`config.mk`:
```
export PLATFORM = sky130hd
export DESIGN_NAME = charlieplex_scanner_flat
export DESIGN_NICKNAME = d
export VERILOG_FILES = /design/src/rtl/charlieplex_scanner_pkg.sv /design/src/rtl/charlieplex_scanner_if.sv /design/src/rtl/charlieplex_decode.sv /design/src/rtl/charlieplex_scanner.sv /design/src/flat_wrapper.sv
export SDC_FILE = /design/constraint.sdc
export NUM_CORES = 1
export LEC_CHECK = 0
export ABC_CLOCK_PERIOD_IN_PS = 6900
export CAP_MARGIN = 15
export CORE_ASPECT_RATIO = 2
export CORE_MARGIN = 2
export CORE_UTILIZATION = 45
export DETAILED_ROUTE_END_ITERATION = 10
export PLACE_DENSITY_LB_ADDON = 0.25
export SLEW_MARGIN = 25
export SYNTH_ARGS = -nofsm -noshare
export SYNTH_HDL_FRONTEND = slang
export SYNTH_SLANG_ARGS = --single-unit
```
`constraint.sdc`:
```
create_clock -name clk -period 6.9 [get_ports clk]
set_clock_uncertainty 0.1 [all_clocks]
set_input_delay 2.07 -clock clk [delete_from_list [all_inputs] [get_ports clk]]
set_output_delay 2.07 -clock clk [all_outputs]
set_load 0.02 [all_outputs]
```
`src/rtl/charlieplex_scanner_pkg.sv`:
```
`default_nettype none
// ============================================================================
// Module      : charlieplex_scanner_pkg
// Description : Shared types and size helpers for the charlieplex scanner.
//               The helpers derive the LED count, the LED index width and the
//               counter widths, so every file sizes its vectors the same way.
// Revision    : 1.0 - initial release
// ============================================================================
package charlieplex_scanner_pkg;

    // Scan sequencer states
    typedef enum logic [1:0] {
        ST_IDLE  = 2'd0,
        ST_BLANK = 2'd1,
        ST_DRIVE = 2'd2
    } state_t;

    // Number of LEDs addressable with a given pin count
    function automatic int led_count(input int pins);
        return pins * (pins - 1);
    endfunction

    // Width of a counter or index covering 0..n-1; never less than 1 bit
    function automatic int cnt_bits(input int n);
        return (n > 1) ? $clog2(n) : 1;
    endfunction

    // Width of the LED index bus for a given pin count
    function automatic int idx_bits(input int pins);
        return cnt_bits(led_count(pins));
    endfunction

endpackage
`default_nettype wire

```
`src/rtl/charlieplex_scanner_if.sv`:
```
`default_nettype none
// ============================================================================
// Module      : charlieplex_scanner_if
// Description : Host-side framebuffer write port plus the tristate pin driver
//               outputs of the charlieplex scanner. The master side is the
//               host / pad ring, the slave side is the scanner itself.
// Revision    : 1.0 - initial release
// ============================================================================
interface charlieplex_scanner_if #(
    parameter int PINCOUNT = 8,
    parameter int PWMBITS  = 4
);
    import charlieplex_scanner_pkg::*;

    localparam int IDXBITS = idx_bits(PINCOUNT);

    logic                enable;
    logic                wr_en;
    logic [IDXBITS-1:0]  wr_addr;
    logic [PWMBITS-1:0]  wr_data;
    logic [PINCOUNT-1:0] out_en;
    logic [PINCOUNT-1:0] out_value;
    logic                frame_start;

    modport master (
        output enable, wr_en, wr_addr, wr_data,
        input  out_en, out_value, frame_start
    );

    modport slave (
        input  enable, wr_en, wr_addr, wr_data,
        output out_en, out_value, frame_start
    );

endinterface
`default_nettype wire

```
`src/rtl/charlieplex_decode.sv`:
```
`default_nettype none
// ============================================================================
// Module      : charlieplex_decode
// Description : Combinational LED index -> pin drive decoder. The anode pin is
//               driven high, the cathode pin low, every other pin tristate.
//               With drive low (or an out-of-range index) all pins tristate.
// Revision    : 1.0 - initial release
// ============================================================================
module charlieplex_decode
    import charlieplex_scanner_pkg::*;
#(
    parameter int PINCOUNT = 8
) (
    input  logic [idx_bits(PINCOUNT)-1:0] idx,
    input  logic                          drive,
    output logic [PINCOUNT-1:0]           out_en,
    output logic [PINCOUNT-1:0]           out_value
);

    localparam int LEDCOUNT = led_count(PINCOUNT);

    int   w_anode;
    int   w_cathode;
    logic w_valid;

    // Split the index into anode and cathode; the cathode skips the anode pin
    always_comb begin
        w_anode   = int'(idx) / (PINCOUNT - 1);
        w_cathode = int'(idx) % (PINCOUNT - 1);
        if (w_cathode >= w_anode) begin
            w_cathode = w_cathode + 1;
        end
        w_valid   = drive && (int'(idx) < LEDCOUNT);
    end

    for (genvar p = 0; p < PINCOUNT; p++) begin : g_pin
        assign out_en[p]    = w_valid && ((w_anode == p) || (w_cathode == p));
        assign out_value[p] = w_valid && (w_anode == p);
    end

endmodule
`default_nettype wire

```
`src/rtl/charlieplex_scanner.sv`:
```
`default_nettype none
// ============================================================================
// Module      : charlieplex_scanner
// Description : Autonomous charlieplex LED matrix scanner. Holds a per-LED
//               brightness framebuffer and lights one LED at a time: each slot
//               is BLANK all-tristate cycles followed by a PWM drive window of
//               (2^PWMBITS-1)*PRESCALE cycles. Pin outputs are registered.
//               The bus interface must be instantiated with the same PINCOUNT
//               and PWMBITS as this module.
// Revision    : 1.0 - initial release
// ============================================================================
module charlieplex_scanner
    import charlieplex_scanner_pkg::*;
#(
    parameter int PINCOUNT = 8,
    parameter int PWMBITS  = 4,
    parameter int PRESCALE = 16,
    parameter int BLANK    = 2
) (
    input  logic                   clk,
    input  logic                   rst,
    charlieplex_scanner_if.slave   bus
);

    localparam int LEDCOUNT = led_count(PINCOUNT);
    localparam int IDXBITS  = idx_bits(PINCOUNT);
    localparam int BLKBITS  = cnt_bits(BLANK);
    localparam int PREBITS  = cnt_bits(PRESCALE);

    localparam logic [IDXBITS-1:0] c_last_idx  = IDXBITS'(LEDCOUNT - 1);
    localparam logic [BLKBITS-1:0] c_last_blk  = BLKBITS'(BLANK - 1);
    localparam logic [PREBITS-1:0] c_last_pre  = PREBITS'(PRESCALE - 1);
    // PWM steps run 0 .. 2^PWMBITS-2, so the top level is lit on every step
    localparam logic [PWMBITS-1:0] c_last_step = PWMBITS'((2 ** PWMBITS) - 2);

    state_t               r_state;
    state_t               w_next_state;
    logic [IDXBITS-1:0]   r_idx;
    logic [IDXBITS-1:0]   w_next_idx;
    logic [BLKBITS-1:0]   r_blk;
    logic [BLKBITS-1:0]   w_next_blk;
    logic [PREBITS-1:0]   r_pre;
    logic [PREBITS-1:0]   w_next_pre;
    logic [PWMBITS-1:0]   r_step;
    logic [PWMBITS-1:0]   w_next_step;
    logic                 w_latch;
    logic [PWMBITS-1:0]   r_level;
    logic [PWMBITS-1:0]   r_fb [LEDCOUNT];
    logic                 w_wr_ok;
    logic                 w_drive;
    logic                 w_frame_start;
    logic [PINCOUNT-1:0]  w_dec_en;
    logic [PINCOUNT-1:0]  w_dec_value;
    logic [PINCOUNT-1:0]  r_out_en;
    logic [PINCOUNT-1:0]  r_out_value;
    logic                 r_frame_start;

    // Sequencer next-state: enable low overrides every other transition
    always_comb begin
        w_next_state = r_state;
        w_next_idx   = r_idx;
        w_next_blk   = r_blk;
        w_next_pre   = r_pre;
        w_next_step  = r_step;
        w_latch      = 1'b0;
        if (!bus.enable) begin
            w_next_state = ST_IDLE;
            w_next_idx   = '0;
            w_next_blk   = '0;
            w_next_pre   = '0;
            w_next_step  = '0;
        end else begin
            case (r_state)
                ST_IDLE: begin
                    w_next_state = ST_BLANK;
                    w_next_idx   = '0;
                    w_next_blk   = '0;
                    w_next_pre   = '0;
                    w_next_step  = '0;
                end
                ST_BLANK: begin
                    if (r_blk == c_last_blk) begin
                        w_latch      = 1'b1;
                        w_next_state = ST_DRIVE;
                        w_next_blk   = '0;
                        w_next_pre   = '0;
                        w_next_step  = '0;
                    end else begin
                        w_next_blk = r_blk + 1'b1;
                    end
                end
                ST_DRIVE: begin
                    if (r_pre == c_last_pre) begin
                        w_next_pre = '0;
                        if (r_step == c_last_step) begin
                            w_next_state = ST_BLANK;
                            w_next_step  = '0;
                            w_next_idx   = (r_idx == c_last_idx) ? '0 : r_idx + 1'b1;
                        end else begin
                            w_next_step = r_step + 1'b1;
                        end
                    end else begin
                        w_next_pre = r_pre + 1'b1;
                    end
                end
                default: begin
                    w_next_state = ST_IDLE;
                end
            endcase
        end
    end

    // Sequencer state and counter registers
    always_ff @(posedge clk) begin
        if (rst) begin
            r_state <= ST_IDLE;
            r_idx   <= '0;
            r_blk   <= '0;
            r_pre   <= '0;
            r_step  <= '0;
        end else begin
            r_state <= w_next_state;
            r_idx   <= w_next_idx;
            r_blk   <= w_next_blk;
            r_pre   <= w_next_pre;
            r_step  <= w_next_step;
        end
    end

    assign w_wr_ok = bus.wr_en && (int'(bus.wr_addr) < LEDCOUNT);

    // Framebuffer write port; contents survive reset, out-of-range writes dropped
    always_ff @(posedge clk) begin
        if (!rst && w_wr_ok) begin
            r_fb[bus.wr_addr] <= bus.wr_data;
        end
    end

    // Framebuffer read port: level is sampled on the last blank cycle, so a
    // same-cycle write to this LED lands after the read and waits a frame
    always_ff @(posedge clk) begin
        if (rst) begin
            r_level <= '0;
        end else if (w_latch) begin
            r_level <= r_fb[r_idx];
        end
    end

    assign w_drive       = (r_state == ST_DRIVE) && (r_step < r_level);
    assign w_frame_start = (r_state == ST_BLANK) && (r_blk == '0) && (r_idx == '0);

    charlieplex_decode #(
        .PINCOUNT (PINCOUNT)
    ) u_decode (
        .idx       (r_idx),
        .drive     (w_drive),
        .out_en    (w_dec_en),
        .out_value (w_dec_value)
    );

    // Registered pin drivers; dropping enable tristates on the very next cycle
    always_ff @(posedge clk) begin
        if (rst || !bus.enable) begin
            r_out_en      <= '0;
            r_out_value   <= '0;
            r_frame_start <= 1'b0;
        end else begin
            r_out_en      <= w_dec_en;
            r_out_value   <= w_dec_value;
            r_frame_start <= w_frame_start;
        end
    end

    assign bus.out_en      = r_out_en;
    assign bus.out_value   = r_out_value;
    assign bus.frame_start = r_frame_start;

endmodule
`default_nettype wire

```
`src/flat_wrapper.sv`:
```
// flat-port wrapper written by rule: the top's interface ports become plain ports
module charlieplex_scanner_flat import charlieplex_scanner_pkg::*;
#(
    parameter int PINCOUNT = 8,
    parameter int PWMBITS  = 4,
    parameter int PRESCALE = 16,
    parameter int BLANK    = 2
)
  (clk, rst, bus_enable, bus_wr_en, bus_wr_addr, bus_wr_data, bus_out_en, bus_out_value, bus_frame_start);
  charlieplex_scanner_if #(.PINCOUNT(PINCOUNT), .PWMBITS(PWMBITS)) bus_i ();
  input  logic clk;
  input  logic rst;
  input wire logic [$bits(bus_i.enable)-1:0] bus_enable;
  input wire logic [$bits(bus_i.wr_en)-1:0] bus_wr_en;
  input wire logic [$bits(bus_i.wr_addr)-1:0] bus_wr_addr;
  input wire logic [$bits(bus_i.wr_data)-1:0] bus_wr_data;
  output wire logic [$bits(bus_i.out_en)-1:0] bus_out_en;
  output wire logic [$bits(bus_i.out_value)-1:0] bus_out_value;
  output wire logic [$bits(bus_i.frame_start)-1:0] bus_frame_start;
  assign bus_i.enable = bus_enable;
  assign bus_i.wr_en = bus_wr_en;
  assign bus_i.wr_addr = bus_wr_addr;
  assign bus_i.wr_data = bus_wr_data;
  assign bus_out_en = bus_i.out_en;
  assign bus_out_value = bus_i.out_value;
  assign bus_frame_start = bus_i.frame_start;
  charlieplex_scanner #(.PINCOUNT(PINCOUNT), .PWMBITS(PWMBITS), .PRESCALE(PRESCALE), .BLANK(BLANK)) u_core (.clk(clk), .rst(rst), .bus(bus_i));
endmodule
```
; ---- Yosys cells after proc, flatten, opt, wreduce, memory -nomap -nowiden
; Memory sizes are Yosys's and may differ from the RTL's. A register that Yosys moved wholly into a read port is not among the register bits.
; Index checks and enable logic that the tools add are counted.
[totals]
register_bits = 34
ram_bits = 224
in_bits = 14
output_inout_bits = 17
elab_cells = 111
n_memories = 1
[mem_list]
columns = name, depth, width, read_ports, rd_clocked_by_memory_dff, wr, line
row1 = u_core.r_fb, 56, 4, 1, 1, 1, charlieplex_scanner.sv:48  ; logic [PWMBITS-1:0] r_fb [LEDCOUNT];
[op_classes]
add_sub_neg = 5
div_mod_pow = 2
magnitude_cmp = 4
eq_ne = 22
n_mux = 22
bitwise = 2
reduce_logical = 45
[ops]
columns = operator, n
row1 = equality test 32 x 4 -> 1 bit (second input constant), 8
row2 = equality test 32 x 3 -> 1 bit (second input constant), 4
row3 = equality test 32 x 2 -> 1 bit (second input constant), 2
row4 = zero test 32 bit, 2
row5 = adder 32 x 2 -> 32 bit (second input constant), 1
row6 = divider 7 x 4 -> 32 bit (second input constant), 1
row7 = greater-or-equal comparator 32 bit, 1
row8 = remainder unit 7 x 4 -> 32 bit (second input constant), 1
row9 = two-way mux 32 bit, 1
row10 = case mux 4 bit (3 select lines), 2
row11 = logical AND 1 bit, 22
row12 = two-way mux 6 bit, 3
row13 = two-way mux 4 bit, 4
row14 = less-than comparator 6 bit (second input constant), 2
row15 = case mux 6 bit (2 select lines), 1
row16 = logical OR 1 bit, 9
row17 = AND reduction 3 bit, 3
row18 = adder 4 x 1 -> 4 bit (second input constant), 2
row19 = equality test 4 bit (second input constant), 2
row20 = adder 6 x 1 -> 6 bit (second input constant), 1
row21 = equality test 6 bit (second input constant), 1
row22 = zero test 6 bit, 1
row23 = two-way mux 1 bit, 6
row24 = two-way mux 2 bit, 3
row25 = 14 further kinds, 19

; ---- Longest topological paths before layout
; Gate-level depths: netlist of the first run.
[depth]
depth_word = 6
depth_mapped = 33
depth_no_buf = 30

; ---- Cells and area by module
; From an unflattened synthesis of the first run, not the netlist that was laid out.
[unflattened]
hier_cells = 793
area_unflattened_um2 = 11688.7
[modules_own_cells]
columns = module, n_inst, cells_per_inst, area_per_inst_um2, seq_area_each_um2
row1 = charlieplex_scanner, 1, 621, 10497.6, 7487.2
row2 = charlieplex_decode, 1, 172, 1191.1, 0.0

; ---- Worst setup path before layout of the first run
; Ideal clock, no wire load.
[synth_timing]
path_type = register to register
from = reg u_core.r_idx[4]
to = reg u_core.r_out_en[0], in the netlist u_core.bus.out_en[0]
setup_ns = 0.092
arrival_time_ns = 5.953
t_required_ns = 6.708
setup_slack_ns = 0.754
stages_incl_launch_ff = 33
n_path_buf = 2
period_less_slack_ns = 6.146
path_cell_list = dfxtp_1 > ha_1 > buf_2 > clkbuf_1 > ha_1 > nand4_1 > o21ai_4 > mux2i_1 > ha_1 > inv_1 > a31oi_1 > nor2_1 > nand2_1 > inv_1 > xnor2_1 > ha_1 > inv_1 > o21ai_0 > a41oi_1 > o2111ai_2 > a311oi_2 > a21bo_2 > nand2_1 > ha_1 > nor2b_1 > o21ai_0 > nand2b_1 > a21oi_1 > a31oi_1 > o21ai_1 > a21boi_2 > a31o_2 > o32ai_1
[synth_between]
elab_chain_cells = 6
word_cells_on_any_way = 11
classes_between = add/sub: 1 / div: 2 / order compare: 2 / mux: 1 / reduce/logical: 5
[synth_lines]
columns = item, line
row1 = start: declaration, charlieplex_scanner.sv:38  ; logic [IDXBITS-1:0] r_idx;
row2 = start signal: assignment, charlieplex_scanner.sv:123  ; r_idx <= w_next_idx;
row3 = remainder unit 7 x 4 -> 32 bit / divider 7 x 4 -> 32 bit (equally long branches), "charlieplex_decode.sv:29, charlieplex_decode.sv:28"
row4 = adder 32 x 2 -> 32 bit / greater-or-equal comparator 32 bit (equally long branches), "charlieplex_decode.sv:31, charlieplex_decode.sv:30"
row5 = two-way mux 32 bit, charlieplex_decode.sv:30  ; if (w_cathode >= w_anode) begin
row6 = zero test 32 bit, charlieplex_decode.sv:37  ; assign out_en[p] = w_valid && ((w_anode == p) || (w_cathode == p));
row7 = logical OR 1 bit, charlieplex_decode.sv:37
row8 = logical AND 1 bit (*), charlieplex_decode.sv:37
row9 = end signal: assignment, charlieplex_scanner.sv:168  ; r_out_en <= w_dec_en;
row10 = end: declaration, charlieplex_scanner.sv:54  ; logic [PINCOUNT-1:0] r_out_en;
; Every way passes the cells marked *; elsewhere a longest branch is shown, timed or not.
; A chain may end at the register's enable or synchronous reset.

; ---- Final worst setup path of the first run
[layout_timing]
from = reg u_core.r_idx[3]
to = reg u_core.r_out_en[6], in the netlist u_core.bus.out_en[6]
[layout_between]
elab_chain_cells = 6
word_cells_on_any_way = 11
classes_between = add/sub: 1 / div: 2 / order compare: 2 / eq/ne: 2 / mux: 1 / reduce/logical: 3
[layout_lines]
columns = item, line
row1 = remainder unit 7 x 4 -> 32 bit / divider 7 x 4 -> 32 bit (equally long branches), "charlieplex_decode.sv:29, charlieplex_decode.sv:28"
row2 = adder 32 x 2 -> 32 bit / greater-or-equal comparator 32 bit (equally long branches), "charlieplex_decode.sv:31, charlieplex_decode.sv:30"
row3 = two-way mux 32 bit, charlieplex_decode.sv:30
row4 = equality test 32 x 4 -> 1 bit, charlieplex_decode.sv:37
row5 = logical OR 1 bit, charlieplex_decode.sv:37
row6 = logical AND 1 bit (*), charlieplex_decode.sv:37
; Marks and branches as above.

==> metrics.csv, run 1 <==
metric;value;unit
Slew HR;32.0;%
buffer depth of the longest clock path;3;
vias per cell;5.95;
fin worst setup slack;526;ps
Worst EP arrival;6660;ps
Synth Area in Compound Gates;7.81;%
DRT Pass-1 Iters;7;
H-Tree Depth;1;
Antenna diodes;0;
final setup vio count;0;
adder-cell share of the synthesized area;2.03;%
Hold Worst Slack;406;ps
Hold Path Class;reg -> reg;
Post-Synth Simple-Gate Area;9.76;%
CP Capture Type;flip-flop;
Pwr Density;240;nW/um^2
# IOs;31;
Core Footprint;25700;um^2
VDD IR max;0.166;mV
post-synthesis cell count;804;
Post-synth EDFFs;224;
total gr overflow;0;
asr flop ratio synth;0;%
dpl hpwl;19700;um
clock latency on the worst-skew pair;520;ps
placed inst area;12300;um^2
cell area after layout;13200;um^2
hold_buf cts;0;
GP Congestion;0.995;
pre-CTS setup slack;141;ps
CP Data Required Time;7190;ps
Pleak;4.05;nW
r2r setup slk;530;ps
synthesized area per cell;14.6;um^2
Max Slew Vio Count;0;
Yosys cell types;72;
status;finished clean;
# rows;83;
# port buffers;30;
terminus of the critical flop-to-flop path;u_core.bus.out_en[6];
pin count of the biggest net entering global routing;59;
Final Hold Fails;0;
die height;232;um
hold wc startpoint;u_core.r_blk;
post-synthesis sequential area ratio;64.0;%
synthesis-stage register bit count;262;
Worst Path Class, Setup;reg -> reg;
synthesized net count;837;
clock tree sinks;262;
largest family of logic cells by synthesized area;multiplexers;
TritonCTS clock tree;done;
initial antenna violation count;0;
worst slew pin tran;1020;ps
area taken by multi-input logic gates;4010;um^2
worst r2r src;u_core.r_idx[3];
start point of the critical path;u_core.r_idx[3];
Tcrit/Tclk final;92.4;%
vias in the first global route;7470;
root buffer cell;clkbuf_16;
Layout Nets;863;
storage element area;7490;um^2
synthesized area;11700;um^2
Crit Path Max Fanout;9;
Synth-to-Final Area Change;12.5;%
synth warn;0;
Die Wd;118;um
Final min period;6370;ps
dpl cells;1143;
first-pass GRT wire length;43300;um
total of max-cap violations;0;
Worst Hold Path Cells;2;
DRC;0;
fraction of layout cells with a size suffix above 1;16.7;%
CTS clock-pin slew for the worst setup and hold paths;70;ps
Startpoint Class;flip-flop;
fill cell count;2212;
Initial DRC Count;532;
fmax;157;MHz
Synth Area in XOR/XNOR;1.05;%
via count;7061;
Final Non-Filler Cells;1186;
ys flop type;edfxtp_1;
Min-Delay Endpoint;u_core.r_blk;
Total Routing Usage GR;21.2;%
full die area;27400;um^2
proportion of synthesized area in mux cells;13.1;%
Worst R2R Path Depth;27;
Routed Antenna Nets;0;
Initial Utilization;45.6;%
overall power;0.00317;W
cts bufs inserted;23;
Total Routed Length;28400;um
WL per Instance;24.0;um
==> synthesized netlist by cell type, types with 6 or more instances <==
library cell / number / area, um^2
nor3_1: 12 / 60.1
mux4_2: 52 / 1170
nand4_1: 10 / 62.6
o21ai_0: 20 / 100
nand2_1: 41 / 154
edfxtp_1: 224 / 6730
nor2_1: 99 / 372
mux2i_1: 33 / 330
nand3_1: 20 / 100
o211ai_1: 6 / 45.0
o221ai_1: 13 / 114
or2_2: 7 / 43.8
xnor2_1: 10 / 87.6
a21oi_1: 23 / 115
nand2b_1: 6 / 37.5
ha_1: 19 / 238
o32ai_1: 6 / 52.6
buf_1: 11 / 41.3
dfxtp_1: 38 / 761
a211oi_1: 6 / 45.0
nand3b_1: 6 / 45.0
inv_1: 16 / 60.1
clkbuf_1: 21 / 78.8
nor2b_1: 6 / 37.5
==> state kept, by name, indices dropped and copies added (netlist names) <==
name,flops
u_core.bus.frame_start,1
u_core.bus.out_en,8
u_core.bus.out_value,8
u_core.r_blk,1
u_core.r_fb,224
u_core.r_idx,6
u_core.r_level,4
u_core.r_pre,4
u_core.r_state,2
u_core.r_step,4
==> kinds of logic (layout without fill, tap and decap cells) <==
| group | count (synthesis) | after routing |
|---|---|---|
| xor gates and xnor gates | 14 | 14 |
| AOI/OAI and AO/OA | 125 | 125 |
| adders and majority gates | 19 | 19 |
| and+or+nand+nor | 236 | 236 |
| buffers and inverters | 60 | 102 |
| DFF | 262 | 262 |
| muxes | 88 | 88 |
==> per-layer routing <==
layer	routed length [um]	share of wire (%)	vias to the layer above	global-route usage, %
li1	-	-	3194	-
met1	9280	33	3548	20.0
met2	16200	57	216	42.3
met3	942	3.3	103	2.43
met4	1990	7.0	0	13.5
met5	0	0	-	0
==> worst max-delay path: stages, from the launching register on <==
cell and delay [ps]:
dfxtp_1 330, ha_2 240, ha_1 200, nand4_1 240
o21ai_4 270, mux2i_1 270, ha_1 230, inv_1 90
a31oi_1 140, buf_4 160, nor2_1 70, nand2_1 160
inv_1 130, xnor2_2 170, ha_2 250, inv_1 70
o21ai_0 100, a41oi_2 270, o2111ai_4 250, a311oi_4 320
and2_2 310, inv_2 110, ha_1 440, and2_1 200
o32ai_1 440, nor4_2 80, a221oi_2 450, o32ai_1 130
==> cell usage in the layout (no fill, tap or decap), types with 7 or more instances in the layout <==
master,synthesis,final
clkdlybuf4s50_1,0,26
o21ai_0,20,20
nor2_1,99,99
nand2_1,41,41
nand4_1,10,10
xnor2_1,10,9
mux2i_1,33,32
edfxtp_1,224,224
ha_1,19,17
inv_1,16,16
clkbuf_16,0,23
nor3_1,12,11
nand3_1,20,20
or2_2,7,7
buf_4,2,15
dfxtp_1,38,35
a21oi_1,23,23
mux4_2,52,52
o221ai_1,13,13
==> cell type report <==
| type | instances | share of cell area [%] |
|---|---|---|
| inverters | 18 | 0.513 |
| flip-flops and latches | 262 | 56.9 |
| repair buffers | 43 | 2.91 |
| clock buffers | 30 | 4.80 |
| clock inverters | 11 | 1.26 |
| multi-input cells | 482 | 30.4 |
| well taps | 340 | 3.23 |
==> per-stage QoR <==
| stage | util, % | setup TNS (ps) |
|---|---|---|
| detailed placement | 48.0 | 0 |
| floorplan | - | 0 |
| CTS | 51.1 | 0 |
| global placement | 48.0 | 0 |
| finish | 51.4 | 0 |
| global route | 51.4 | -9.45 |
==> what timing repair did <==
item,in CTS,in global routing
setup endpoints to repair,0,8
setup buffers,0,2
gates resized for setup,0,10
==> power breakdown <==
part	switching, W	internal, W	total [W]
logic	0.0000526	0.0000249	0.0000775
registers	0.00000280	0.00172	0.00172
clock network	0.000567	0.000800	0.00137
total	0.000622	0.00255	0.00317
==> how the worst max path moves through the flow <==
stage,end,slack (ps),cells after the start
4_1_cts,u_core.bus.out_en[3],120,31
6_report,u_core.bus.out_en[6],530,27
3_3_place_gp,u_core.bus.out_en[0],320,31
5_1_grt,u_core.bus.out_en[1],-9,31
3_5_place_dp,u_core.bus.out_en[3],140,31
2_1_floorplan,u_core.bus.out_en[0],750,32
Note: power is estimated with default switching activity, not from simulation.
==> run 2, diff against run 1 <==
- CAP_MARGIN: 15 -> unset
- CELL_PAD_IN_SITES_DETAIL_PLACEMENT: unset -> 1
- CELL_PAD_IN_SITES_GLOBAL_PLACEMENT: unset -> 1
- RECOVER_POWER: unset -> 25
==> run 2 against run 1 <==
  * The flow now finishes with violations (max-capacitance violations, max-slew violations)
  * Sequential power about the same
  * Setup slack worse by 37 ps
  * Hold slack got worse by 4.5 ps
  * Die area unchanged
  * Global-route usage grew 1.5 points
  * Clock power is essentially flat
  * Non-clock buffer count rose by 4
  * Core utilization stayed put
  * Cell count up 0.76%
  * Routed wire length is 7.6% higher
  * Critical endpoint is now u_core.bus.out_en[0]
  * Largest power group unchanged
==> metrics.csv, run 2 (synthesized netlist as in run 1, its figures left out) <==
metric;value;unit;change
status;finished with violations;;was finished clean
failing checks;max-capacitance violations, max-slew violations;;
CP peak stage delay;370;ps;was 450 ps
Largest register FFs;224;;unchanged
placed inst area;12300;um^2;unchanged
GP Congestion;0.890;;was 0.995
vias per cell;5.98;;was 5.95
H-Tree Depth;1;;unchanged
met3 GRT Util;2.33;%;was 2.43%
vias in the first global route;7719;;was 7470
pin count of the biggest net entering global routing;59;;unchanged
total of max-cap violations;4;;was 0
DRT Pass-1 Iters;4;;was 7
full die area;27400;um^2;unchanged
total gr overflow;0;;unchanged
CP Data Required Time;7230;ps;was 7190 ps
Initial DRC Count;379;;was 532
Startpoint Class;flip-flop;;unchanged
buffer depth of the longest clock path;3;;unchanged
Routed Antenna Nets;0;;unchanged
clock tree sinks;262;;unchanged
r2r setup slk;490;ps;was 530 ps
root buffer cell;clkbuf_16;;unchanged
first-pass GRT wire length;46700;um;was 43300 um
M1 GR Usage;22.0;%;was 20.0%
die height;232;um;unchanged
CP Capture Type;flip-flop;;unchanged
Total Routing Usage GR;22.7;%;was 21.2%
register name with the most flops;u_core.r_fb;;unchanged
Final Hold Fails;0;;unchanged
Synth-to-Final Area Change;12.5;%;unchanged
CP most frequent cell;ha_1;;
fraction of layout cells with a size suffix above 1;16.4;%;was 16.7%
# rows;83;;unchanged
final setup vio count;0;;unchanged
cell area after layout;13200;um^2;unchanged
# IOs;31;;unchanged
TritonCTS clock tree;done;;unchanged
most common library cell in the layout ignoring fill and taps;edfxtp_1;;unchanged
Total Routed Length;30600;um;was 28400 um
Final min period;6410;ps;was 6370 ps
# port buffers;30;;unchanged
met2 track demand over resource;46.0;%;was 42.3%
fmax;156;MHz;was 157 MHz
DRC;0;;unchanged
initial antenna violation count;0;;unchanged
worst slew pin tran;2700;ps;was 1020 ps
Slew HR;-80.0;%;was 32.0%
GR peak layer;met2;;unchanged
VDD IR max;0.243;mV;was 0.166 mV
most frequent cells in the layout;224 x edfxtp_1, 99 x nor2_1, 52 x mux4_2, 41 x nand2_1, 35 x dfxtp_1;;unchanged
slowest CP cell;mux2i_2;;was a221oi_2
Hold Path Class;reg -> reg;;unchanged
Max Slew Vio Count;228;;was 0
via count;7146;;was 7061
Core Footprint;25700;um^2;unchanged
Initial Utilization;45.6;%;unchanged
Layout Nets;869;;was 863
dpl hpwl;21600;um;was 19700 um
Worst EP arrival;6740;ps;was 6660 ps
Hold Worst Slack;402;ps;was 406 ps
Tcrit/Tclk final;92.9;%;was 92.4%
Die Wd;118;um;unchanged
Pleak;4.07;nW;was 4.05 nW
clock latency on the worst-skew pair;550;ps;was 520 ps
Antenna diodes;0;;unchanged
Pwr Density;240;nW/um^2;about the same
WL per Instance;25.6;um;was 24.0 um
cts bufs inserted;25;;was 23
Crit Path Max Fanout;6;;was 9
CTS clock-pin slew for the worst setup and hold paths;60;ps;was 70 ps
Worst Path Class, Setup;reg -> reg;;unchanged
setup TNS;0;ps;unchanged
run 2: path summary, 6_finish.rpt:
kind,startpoint,end,cells after the start
setup / recovery,u_core.r_idx[3],u_core.bus.out_en[0],29
hold / removal,u_core.r_level[3],u_core.r_level[3],2
setup reg to reg,u_core.r_idx[3],u_core.bus.out_en[0],29
hold reg to reg,u_core.r_level[3],u_core.r_level[3],2
run 2: metrics by stage:
step           power [W]  worst slack [ps]  instances  util (%)
5_1_grt          0.00326             -58.0       1195      51.4
2_1_floorplan    0.00180               754        804         -
6_report         0.00317               489       1195      51.4
3_5_place_dp     0.00184               116       1143      48.0
3_3_place_gp     0.00184               372       1143      48.0
4_1_cts          0.00319              59.3       1189      51.1
run 2: final cells by class:
type | instances | area (um^2)
clock buffers | 35 | 716
well taps | 340 | 425
fillers | 2532 | 12500
repair buffers | 47 | 407
multi-input cells | 482 | 3970
inverters | 18 | 67.6
flip-flops and latches | 262 | 7490
clock inverters | 11 | 103
run 2: timing repair:
item,CTS,global route
buffers inserted,0,6
gates resized for setup,0,4
hold buffers,0,0
setup endpoints to repair,0,8
run 2: report_power, final:
group          internal, W  switching [W]  leakage (nW)  total [W]
Clock             0.000771       0.000587         0.411    0.00136
Combinational    0.0000241      0.0000563          1.33  0.0000803
Sequential         0.00172     0.00000299          2.32    0.00173
run 2: critical path: cells and delay by family, from the launching register on:
kind	cells	cell delay, ps
XOR/XNOR	1	180
adder cells (fa/ha/maj)	5	1240
flip-flops	1	340
AND/OR/NAND/NOR	5	930
AO/OA/AOI/OAI	13	2450
multiplexers	2	690
buffers and inverters	3	320
run 2: routing by layer:
layer,vias to the layer above,routed length (um)
met5,-,0
met2,193,17900
met3,97,840
met1,3647,10200
li1,3209,-
met4,0,1660
==> run 3, diff against run 2 <==
- PLACE_DENSITY: unset -> 0.78
- PLACE_DENSITY_LB_ADDON: 0.25 -> unset
==> run 3 against run 2 <==
  * The flow still finishes with violations (max-capacitance violations, max-slew violations)
  * Global-route usage grew 0.18 points
  * Core utilization grew 0.083 points
  * Sequential power is essentially flat
  * Critical endpoint is now u_core.bus.out_en[1]
  * Highest routed layer unchanged
==> metrics.csv, run 3 (synthesized netlist as in run 1, its figures left out) <==
metric;value;unit;change
status;finished with violations;;unchanged
failing checks;max-capacitance violations, max-slew violations;;unchanged
Max Slew Vio Count;171;;was 228
CP Data Required Time;7210;ps;was 7230 ps
slowest CP cell;mux2i_2;;unchanged
dpl hpwl;21400;um;was 21600 um
overall power;0.00318;W;was 0.00317 W
Slew HR;-64.0;%;was -80.0%
WL per Instance;25.5;um;was 25.6 um
Total Routing Usage GR;22.9;%;was 22.7%
total gr overflow;0;;unchanged
clock tree sinks;262;;unchanged
CP peak stage delay;360;ps;was 370 ps
most common library cell in the layout ignoring fill and taps;edfxtp_1;;unchanged
Pwr Density;241;nW/um^2;was 240 nW/um^2
Antenna diodes;0;;unchanged
worst r2r src;u_core.r_idx[3];;unchanged
VDD IR max;0.227;mV;was 0.243 mV
vias per cell;6.05;;was 5.98
Layout Nets;869;;unchanged
die height;232;um;unchanged
Initial Utilization;45.6;%;unchanged
final setup vio count;0;;unchanged
fin worst setup slack;592;ps;was 489 ps
Routed Antenna Nets;0;;unchanged
fraction of layout cells with a size suffix above 1;17.2;%;was 16.4%
pre-CTS setup slack;181;ps;was 116 ps
buffer depth of the longest clock path;3;;unchanged
DRT Pass-1 Iters;4;;unchanged
TritonCTS clock tree;done;;unchanged
hold wc startpoint;u_core.r_level[3];;unchanged
Worst Hold Path Cells;2;;unchanged
area taken by multi-input logic gates;3980;um^2;was 3970 um^2
Worst EP arrival;6610;ps;was 6740 ps
Worst R2R Path Depth;30;;was 29
root buffer cell;clkbuf_16;;unchanged
cts bufs inserted;24;;was 25
initial antenna violation count;0;;unchanged
placed inst area;12300;um^2;about the same
GP Congestion;0.916;;was 0.890
Final Hold Fails;0;;unchanged
worst slew pin tran;2460;ps;was 2700 ps
Synth-to-Final Area Change;12.7;%;was 12.5%
setup TNS;0;ps;unchanged
# IOs;31;;unchanged
# port buffers;30;;unchanged
pin count of the biggest net entering global routing;57;;was 59
CP Capture Type;flip-flop;;unchanged
most frequent cells in the layout;224 x edfxtp_1, 99 x nor2_1, 52 x mux4_2, 40 x nand2_1, 35 x dfxtp_1;;was 224 x edfxtp_1, 99 x nor2_1, 52 x mux4_2, 41 x nand2_1, 35 x dfxtp_1
Tcrit/Tclk final;91.4;%;was 92.9%
storage element area;7490;um^2;unchanged
Initial DRC Count;479;;was 379
Core Footprint;25700;um^2;unchanged
via count;7218;;was 7146
Startpoint Class;flip-flop;;unchanged
r2r setup slk;590;ps;was 490 ps
Total Routed Length;30400;um;was 30600 um
Largest register FFs;224;;unchanged
fmax;159;MHz;was 156 MHz
Worst Path Class, Setup;reg -> reg;;unchanged
# rows;83;;unchanged
clock latency on the worst-skew pair;530;ps;was 550 ps
Crit Path Max Fanout;6;;unchanged
vias in the first global route;7863;;was 7719
Pleak;4.06;nW;was 4.07 nW
total of max-cap violations;3;;was 4
terminus of the critical flop-to-flop path;u_core.bus.out_en[1];;was u_core.bus.out_en[0]
full die area;27400;um^2;unchanged
fill cell count;2552;;was 2532
register name with the most flops;u_core.r_fb;;unchanged
DRC;0;;unchanged
cell area after layout;13200;um^2;about the same
H-Tree Depth;1;;unchanged
Min-Delay Endpoint;u_core.r_level[3];;unchanged
Die Wd;118;um;unchanged
Final min period;6310;ps;was 6410 ps
CTS clock-pin slew for the worst setup and hold paths;70;ps;was 60 ps
Hold Path Class;reg -> reg;;unchanged
first-pass GRT wire length;47100;um;was 46700 um
[run 3: cell types whose count changed in the layout (fill, tap and decap cells not counted), sizes merged]
cell	delta
clkinv	+4
buf	+2
clkbuf	-9
inv	-3
bufinv	+2
clkinvlp	+3
[run 3: stage by stage]
| step | util (%) | hold slack, ps | cells |
|---|---|---|---|
| final | 51.5 | 405 | 1194 |
| after global routing | 51.5 | 438 | 1194 |
| after CTS | 51.2 | 407 | 1189 |
| after detailed placement | 48.0 | 391 | 1145 |
| after global placement | 48.0 | 370 | 1145 |
| after floorplan | - | 352 | 804 |
[run 3: power breakdown]
part	leakage, nW	internal, W	switching [W]
combinational	1.34	0.0000242	0.0000543
sequential	2.32	0.00172	0.00000294
clock	0.395	0.000781	0.000596
[run 3: layout make-up]
class                           count  share of cell area, %
Clock buffer                       27                   4.80
Clock inverter                     17                   1.36
Inverter                           18                  0.512
Multi-Input combinational cell    482                   30.2
Sequential cell                   262                   56.8
Tap cell                          340                   3.22
Timing Repair Buffer               48                   3.15
[run 3: worst max-delay path, delay by kind of cell, from the launching register on]
family | cells | cell delay, ps
xor+xnor | 1 | 180
fa+ha+maj | 5 | 1200
compound gates | 13 | 2420
mux | 2 | 610
buf+inv | 4 | 450
simple gates | 5 | 860
flops | 1 | 340
[run 3: what timing repair did]
item                       in CTS  in global routing
resized for setup               0                  8
hold buffers                    0                  0
setup buffers                   0                  5
hold endpoints to repair        0                  0
setup endpoints to repair       0                  8
[run 3: worst max-delay path by stage]
stage / startpoint / endpoint / slack [ps] / depth (start not counted)
global placement: u_core.r_idx[3] / u_core.bus.out_en[0] / 370 / 31
global route: u_core.r_idx[4] / u_core.bus.out_en[3] / -5 / 31
finish: u_core.r_idx[3] / u_core.bus.out_en[1] / 590 / 30
floorplan: u_core.r_idx[4] / u_core.bus.out_en[0] / 750 / 32
CTS: u_core.r_idx[3] / u_core.bus.out_en[3] / 120 / 31
detailed placement: u_core.r_idx[3] / u_core.bus.out_en[1] / 180 / 31
[run 3: per-layer routing]
layer  up-vias  wire length, um  share of wire (%)  global-route usage (%)
met3        96              952                3.1                    2.31
met5         -                0                  0                       0
met2       209            17400                 57                    44.9
met1      3703            10100                 33                    23.0
li1       3210                -                  -                       -
met4         0             1900                6.2                    13.4
